$ cat src/rtl/lsb_mem_ctrl_pkg.sv
// Shared definitions for the LSB memory-side controller: FSM states, access
// length encodings and the length-to-byte-count helper.
package lsb_mem_ctrl_pkg;

  typedef enum logic [1:0] {
    MC_IDLE = 2'd0,
    MC_ST   = 2'd1,
    MC_LD   = 2'd2,
    MC_COOL = 2'd3
  } mc_state_e;

  localparam logic [5:0] LEN_B = 6'd8;
  localparam logic [5:0] LEN_H = 6'd16;
  localparam logic [5:0] LEN_W = 6'd32;

  // Any length other than 16 or 32 bits is treated as a single byte.
  function automatic logic [2:0] len_nbytes(input logic [5:0] len);
    case (len)
      LEN_H:   len_nbytes = 3'd2;
      LEN_W:   len_nbytes = 3'd4;
      default: len_nbytes = 3'd1;
    endcase
  endfunction

endpackage

$ cat src/rtl/lsb_mem_ctrl_mem_st_fifo.sv
// Circular queue of committed stores awaiting their byte-serial RAM writes.
// Power-of-two depth; a separate count register distinguishes full from empty.
module mem_st_fifo #(
  parameter int DEPTH = 4,
  parameter int W     = 8
) (
  input  logic         clk,
  input  logic         rst,
  input  logic         push,
  input  logic         pop,
  input  logic [W-1:0] din,
  output logic [W-1:0] dout,
  output logic         empty,
  output logic         full
);

  localparam int PTR_W = $clog2(DEPTH);
  localparam logic [PTR_W:0]   FULL_CNT = DEPTH[PTR_W:0];
  localparam logic [PTR_W-1:0] PTR_ONE  = 1;
  localparam logic [PTR_W:0]   CNT_ONE  = 1;

  logic [W-1:0]     mem_q [DEPTH];
  logic [W-1:0]     mem_d [DEPTH];
  logic [PTR_W-1:0] wr_ptr_q, wr_ptr_d;
  logic [PTR_W-1:0] rd_ptr_q, rd_ptr_d;
  logic [PTR_W:0]   count_q, count_d;
  logic             do_push, do_pop;

  assign empty   = (count_q == '0);
  assign full    = (count_q == FULL_CNT);
  assign dout    = mem_q[rd_ptr_q];
  assign do_pop  = pop && !empty;
  // A pop in the same cycle frees the slot, so a push on a full queue is kept then.
  assign do_push = push && (!full || do_pop);

  always_comb begin
    mem_d    = mem_q;
    wr_ptr_d = wr_ptr_q;
    rd_ptr_d = rd_ptr_q;
    count_d  = count_q;
    if (do_push) begin
      mem_d[wr_ptr_q] = din;
      wr_ptr_d        = wr_ptr_q + PTR_ONE;
    end
    if (do_pop) begin
      rd_ptr_d = rd_ptr_q + PTR_ONE;
    end
    case ({do_push, do_pop})
      2'b10:   count_d = count_q + CNT_ONE;
      2'b01:   count_d = count_q - CNT_ONE;
      default: count_d = count_q;
    endcase
  end

  always_ff @(posedge clk or posedge rst) begin
    if (rst) begin
      mem_q    <= '{default: '0};
      wr_ptr_q <= '0;
      rd_ptr_q <= '0;
      count_q  <= '0;
    end else begin
      mem_q    <= mem_d;
      wr_ptr_q <= wr_ptr_d;
      rd_ptr_q <= rd_ptr_d;
      count_q  <= count_d;
    end
  end

  push_while_full_a: assert property (@(posedge clk) disable iff (rst) !(push && full && !pop))
    else $error("mem_st_fifo: store pushed while queue full, entry dropped");

endmodule

$ cat src/rtl/lsb_mem_ctrl.sv
// Memory-side responder for the load/store buffer: queues committed stores,
// serves held-level loads, and runs byte-serial accesses on a byte-wide RAM.
module lsb_mem_ctrl
  import lsb_mem_ctrl_pkg::*;
#(
  parameter int ST_FIFO_DEPTH = 4,
  parameter int ADDR_W        = 32
) (
  input  logic              clk,
  input  logic              rst,
  input  logic              rdy,
  input  logic              flush,
  input  logic              req_ld,
  input  logic              req_st,
  input  logic [5:0]        req_len,
  input  logic [ADDR_W-1:0] req_addr,
  input  logic [31:0]       req_wdata,
  output logic              resp_done,
  output logic [31:0]       resp_data,
  output logic              st_full,
  input  logic [7:0]        ram_din,
  output logic [7:0]        ram_dout,
  output logic [ADDR_W-1:0] ram_a,
  output logic              ram_wr
);

  // Handshake: req_st is a one-cycle push accepted whenever rdy is high; req_ld
  // is a level held until the requester has seen the one-cycle resp_done pulse.

  localparam int ENT_W = ADDR_W + 32 + 3;

  mc_state_e         state_q, state_d;
  logic [2:0]        cnt_q, cnt_d;
  logic [2:0]        ld_nb_q, ld_nb_d;
  logic [ADDR_W-1:0] ld_addr_q, ld_addr_d;
  logic [31:0]       asm_q, asm_d;
  logic [31:0]       resp_data_q, resp_data_d;
  logic              resp_done_q, resp_done_d;
  logic [ADDR_W-1:0] ram_a_q, ram_a_d;
  logic [7:0]        ram_dout_q, ram_dout_d;
  logic              ram_wr_q, ram_wr_d;

  logic              fifo_push, fifo_pop, fifo_empty, fifo_full;
  logic [ENT_W-1:0]  fifo_din, fifo_dout;
  logic [ADDR_W-1:0] st_addr;
  logic [31:0]       st_wdata;
  logic [2:0]        st_nb;

  assign fifo_din  = {req_addr, req_wdata, len_nbytes(req_len)};
  assign fifo_push = rdy && req_st;
  assign {st_addr, st_wdata, st_nb} = fifo_dout;

  mem_st_fifo #(
    .DEPTH (ST_FIFO_DEPTH),
    .W     (ENT_W)
  ) u_st_fifo (
    .clk   (clk),
    .rst   (rst),
    .push  (fifo_push),
    .pop   (fifo_pop),
    .din   (fifo_din),
    .dout  (fifo_dout),
    .empty (fifo_empty),
    .full  (fifo_full)
  );

  // RAM outputs are registered one cycle ahead: the value computed here is the
  // address/data driven during the next state's cycle.
  always_comb begin
    state_d     = state_q;
    cnt_d       = cnt_q;
    ld_nb_d     = ld_nb_q;
    ld_addr_d   = ld_addr_q;
    asm_d       = asm_q;
    resp_data_d = resp_data_q;
    resp_done_d = 1'b0;
    ram_a_d     = ram_a_q;
    ram_dout_d  = ram_dout_q;
    ram_wr_d    = ram_wr_q;
    fifo_pop    = 1'b0;
    case (state_q)
      MC_IDLE: begin
        if (!fifo_empty) begin
          state_d    = MC_ST;
          cnt_d      = 3'd0;
          ram_a_d    = st_addr;
          ram_dout_d = st_wdata[7:0];
          ram_wr_d   = 1'b1;
        end else if (req_ld && !flush) begin
          state_d   = MC_LD;
          cnt_d     = 3'd0;
          ld_addr_d = req_addr;
          ld_nb_d   = len_nbytes(req_len);
          asm_d     = '0;
          ram_a_d   = req_addr;
          ram_wr_d  = 1'b0;
        end
      end
      MC_ST: begin
        if (cnt_q == st_nb - 3'd1) begin
          fifo_pop = rdy;
          ram_wr_d = 1'b0;
          state_d  = MC_IDLE;
        end else begin
          cnt_d      = cnt_q + 3'd1;
          ram_a_d    = st_addr + ADDR_W'(cnt_d);
          ram_dout_d = 8'(st_wdata >> {cnt_d, 3'b000});
        end
      end
      MC_LD: begin
        if (flush) begin
          state_d = MC_IDLE;
        end else begin
          // The byte read for address k arrives during cycle k+1.
          if (cnt_q != 3'd0) begin
            asm_d = asm_q | (32'(ram_din) << {cnt_q - 3'd1, 3'b000});
          end
          if (cnt_q == ld_nb_q) begin
            resp_done_d = 1'b1;
            resp_data_d = asm_d;
            state_d     = MC_COOL;
          end else begin
            cnt_d = cnt_q + 3'd1;
            if (cnt_d != ld_nb_q) begin
              ram_a_d = ld_addr_q + ADDR_W'(cnt_d);
            end
          end
        end
      end
      MC_COOL: begin
        // req_ld is still high this cycle for the load just answered.
        state_d = MC_IDLE;
      end
      default: state_d = MC_IDLE;
    endcase
  end

  always_ff @(posedge clk or posedge rst) begin
    if (rst) begin
      state_q     <= MC_IDLE;
      cnt_q       <= '0;
      ld_nb_q     <= '0;
      ld_addr_q   <= '0;
      asm_q       <= '0;
      resp_data_q <= '0;
      resp_done_q <= 1'b0;
      ram_a_q     <= '0;
      ram_dout_q  <= '0;
      ram_wr_q    <= 1'b0;
    end else if (rdy) begin
      state_q     <= state_d;
      cnt_q       <= cnt_d;
      ld_nb_q     <= ld_nb_d;
      ld_addr_q   <= ld_addr_d;
      asm_q       <= asm_d;
      resp_data_q <= resp_data_d;
      resp_done_q <= resp_done_d;
      ram_a_q     <= ram_a_d;
      ram_dout_q  <= ram_dout_d;
      ram_wr_q    <= ram_wr_d;
    end
  end

  assign resp_done = resp_done_q;
  assign resp_data = resp_data_q;
  assign st_full   = fifo_full;
  assign ram_a     = ram_a_q;
  assign ram_dout  = ram_dout_q;
  assign ram_wr    = ram_wr_q && rdy;

endmodule

$ cat config.mk
export PLATFORM = sky130hd
export DESIGN_NAME = lsb_mem_ctrl
export DESIGN_NICKNAME = d
export VERILOG_FILES = /design/src/rtl/lsb_mem_ctrl_pkg.sv /design/src/rtl/lsb_mem_ctrl_mem_st_fifo.sv /design/src/rtl/lsb_mem_ctrl.sv
export SDC_FILE = /design/constraint.sdc
export NUM_CORES = 1
export LEC_CHECK = 0
export CORE_MARGIN = 2
export CORE_UTILIZATION = 59
export CTS_BUF_LIST = sky130_fd_sc_hd__clkbuf_8
export DETAILED_ROUTE_END_ITERATION = 6
export PLACE_DENSITY = 0.8
export SYNTH_ARGS = -nofsm -noshare
export SYNTH_HDL_FRONTEND = slang
export SYNTH_HIERARCHICAL = 1
export SYNTH_SLANG_ARGS = --single-unit
export TNS_END_PERCENT = 1
$ cat constraint.sdc
create_clock -name clk -period 23.2 [get_ports clk]
set_input_delay 3.48 -clock clk [delete_from_list [all_inputs] [get_ports clk]]
set_output_delay 3.48 -clock clk [all_outputs]
set_load 0.01 [all_outputs]
==> reports/qor.yml <==
synth:
  ys.flop_type: "dfrtp_1"
  yosysSeqAreaShare: 0.523
  yosys_warnings: 6
  async_flop_share: 1.00
  syn_inst: 1527
  yosysUniqueCellTypes: 65
  synth_top_area_share: 0.523
  synthesis.nets: 1629
  synth_area_um2: 20100
  synth_edf_count: 0
  syn_area_per_cell_um2: 13.2
  ys_seq_elements: 421
  synth_area_leader_cell: "dfrtp_1"
  synthTopCellsByArea: "dfrtp_1 (52%), mux2_2 (18%), mux4_2 (8.4%), mux2i_1 (2.6%), a21oi_1 (2.3%)"
critical_path:
  cp_cell_sequence: "clkdlybuf4s50_1 -> and2_1 -> clkdlybuf4s50_1"
  cp_max_fo: 10
  max_stage_delay_ps: 690
  cp-end-kind: "output pin"
  r2r_slack_ps: 18080
  r2r-start: "u_st_fifo/rd_ptr_q[1]"
  rr_worst_depth: 16
  setup.worst_path.class: "primary input to output pin"
  cp.required_ps: 19720
  path_common_cell: "clkdlybuf4s50_1"
  critPathLaunchType: "primary input"
  crit_path_top_delay_cell: "clkdlybuf4s50_1"
  critical_path.top_delay_family: "buffers and inverters"
  cp.arrival_ps: 4900
  r2r_end: "u_st_fifo/count_q[2]"
  path_buf_inv: 2
sta:
  whs_ps: 472
  slew_violations: 0
  period_needed_ps: 8380
  finalHoldViolCount: 0
  grt_setup_unrepaired: "no"
  skew_ps: 34.3
  fmax_mhz: 119
  setup_viol: 0
  fin_ws_ps: 14820
  tns_ps: 0
  max_slew_margin: 0.181
  worstMarginPinSlew_ps: 1230
  fin_crit_sh: 0.361
route:
  wire_per_inst_um: 20.8
  routed_wirelength_um: 45300
  vias_per_cell: 5.98
  drt_first_pass_iters: 6
  route.detailed.drc: 0
  ant_nets: 0
  vias: 13027
  drt_iter0_drc: 856
place:
  dp_slack_ps: 14830
  hpwl_um: 29100
  port_buffers: 158
  place_congestion: 0.839
status:
  status: "finished, final reports clean"
floorplan:
  num_io_pins: 159
  fp.dieArea_um2: 35600
  row_count: 67
  start_util: 0.599
  die_h_um: 189
  die_x_um: 189
  core_um2: 33600
clocking:
  root_buffer: "clkbuf_8"
  cts_setup_buffers: 0
  tritoncts: "yes"
  clock_latency_ps: 600
  postCtsResizedCells: 0
  cts_buffers: 70
  clock_sinks: 421
  cts_max_path_buffers: 3
  clkTransAtPathRegs_ps: 50
  cts_hold_buf: 0
  htree_levels: 3
power:
  ir_worst_vdd_uv: 78.3
  powerDensity_nw_per_um2: 145
  leakagePower_nw: 9.80
layout:
  seq_area_um2: 10500
  area_growth_syn_to_layout_pct: 15.9
  drive_above_1_share: 0.311
  n_fill_cell: 2308
  nNetsFinal: 1778
  multiInputGateArea_um2: 9030
  fin_util: 0.694
global_routing:
  grt_pass1_wl_um: 74300
  overflow: 0
  grt_max_degree: 129
  antenna_found_initial: 2
  first_global_vias: 13894
  grt_use_total: 0.264
run:
  cap_violations: 0
worst_hold_path:
  hold_class: "flip-flop to flip-flop"
  holdPathEnd: "resp_data[14]"
  hold_start: "resp_data[14]"
  holdPathStages: 2
## layout make-up
class / count / share of cell area
Sequential cell: 421 / 0.452
Multi-Input combinational cell: 989 / 0.387
Timing Repair Buffer: 175 / 0.0732
Clock buffer: 90 / 0.0531
Tap cell: 448 / 0.0240
Clock inverter: 34 / 0.00724
Inverter: 19 / 0.00359
Antenna cell: 1 / 0.000107
## cells in the final DEF (no fill, tap or decap), types with 10 or more instances in the layout
| cell | n |
|---|---|
| a21oi_1 | 92 |
| and2_1 | 11 |
| buf_4 | 17 |
| clkbuf_8 | 90 |
| clkdlybuf4s50_1 | 158 |
| dfrtp_1 | 419 |
| ha_1 | 14 |
| inv_1 | 39 |
| mux2_2 | 316 |
| mux2i_1 | 52 |
| mux4_2 | 75 |
| nand2_1 | 95 |
| nand3_1 | 27 |
| nand3b_1 | 11 |
| nand4_1 | 12 |
| nor2_1 | 67 |
| nor2b_1 | 10 |
| o21ai_0 | 60 |
| xnor2_1 | 17 |
| xor2_1 | 24 |
## power by group
group / leakage [nW] / total (W) / internal, W / switching (W)
Combinational: 3.75 / 0.00149 / 0.000770 / 0.000719
Sequential: 5.25 / 0.00125 / 0.00105 / 0.000198
Clock: 0.801 / 0.000643 / 0.000350 / 0.000293
## worst min-delay path, stage by stage (launching register included)
cell     delay, ps
dfrtp_1        340
nand2_1         40
o21ai_0         60
## cell usage after synthesis (7+ instances only)
cell type,count
nor2_1,72
a22oi_1,7
a22o_1,8
buf_6,14
nor3_1,8
or3_1,7
nor2b_1,10
nand2_1,95
buf_2,31
nand3b_1,11
a211oi_1,7
nand3_1,27
ha_1,16
mux2_2,316
o211ai_1,7
dfrtp_1,421
clkbuf_1,34
o21ai_0,60
inv_1,19
nand4_1,12
mux4_2,75
xnor2_1,17
a21oi_1,92
clkbuf_2,8
and2_1,11
xor2_1,24
mux2i_1,52
## worst max-delay path by stage
stage / start / end / slack [ps] / cells after the start
finish: rdy / ram_wr / 14820 / 3
global route: rdy / ram_wr / 14740 / 3
CTS: rdy / ram_wr / 14830 / 3
detailed placement: rdy / ram_wr / 14830 / 3
global placement: rdy / ram_wr / 14840 / 3
floorplan: rst / u_st_fifo/count_q[0] / 12140 / 1
## cells by family (layout without fill, tap and decap cells)
| logic type | count (synthesis) | count (layout) | share of synthesized area |
|---|---|---|---|
| other cells | 0 | 1 | 0 |
| simple gates | 282 | 282 | 0.0695 |
| compound gates | 203 | 203 | 0.0590 |
| buf+inv | 117 | 318 | 0.0307 |
| mux | 444 | 444 | 0.287 |
| flops | 421 | 421 | 0.523 |
| xor+xnor | 42 | 42 | 0.0189 |
| fa+ha+maj | 18 | 18 | 0.0119 |
## flip-flops by register name (all words and copies together) (netlist names)
signal              flops
ld_nb_q                 3
cnt_q                   3
u_st_fifo/wr_ptr_q      2
asm_q                  32
u_st_fifo/count_q       3
ram_a                  32
resp_done               1
state_q                 2
u_st_fifo/rd_ptr_q      2
resp_data              32
ram_dout                8
ram_wr_q                1
u_st_fifo/mem_q       268
ld_addr_q              32
## through the flow
| step | instances | cell area (um2) | power, W |
|---|---|---|---|
| floorplan | 1527 | 20100 | 0.00232 |
| global placement | 2052 | 21900 | 0.00267 |
| detailed placement | 2052 | 21900 | 0.00274 |
| CTS | 2176 | 23300 | 0.00340 |
| global route | 2176 | 23300 | 0.00360 |
| finish | 2177 | 23300 | 0.00338 |
## routing by layer
metal / vias to the layer above / global-route usage / wire length [um]
li1: 5870 / - / -
met1: 6720 / 0.363 / 19900
met2: 361 / 0.425 / 22000
met3: 74 / 0.0551 / 2510
met4: 2 / 0.0820 / 936
met5: - / 0 / 13
Power figures use the tool's default switching activity.
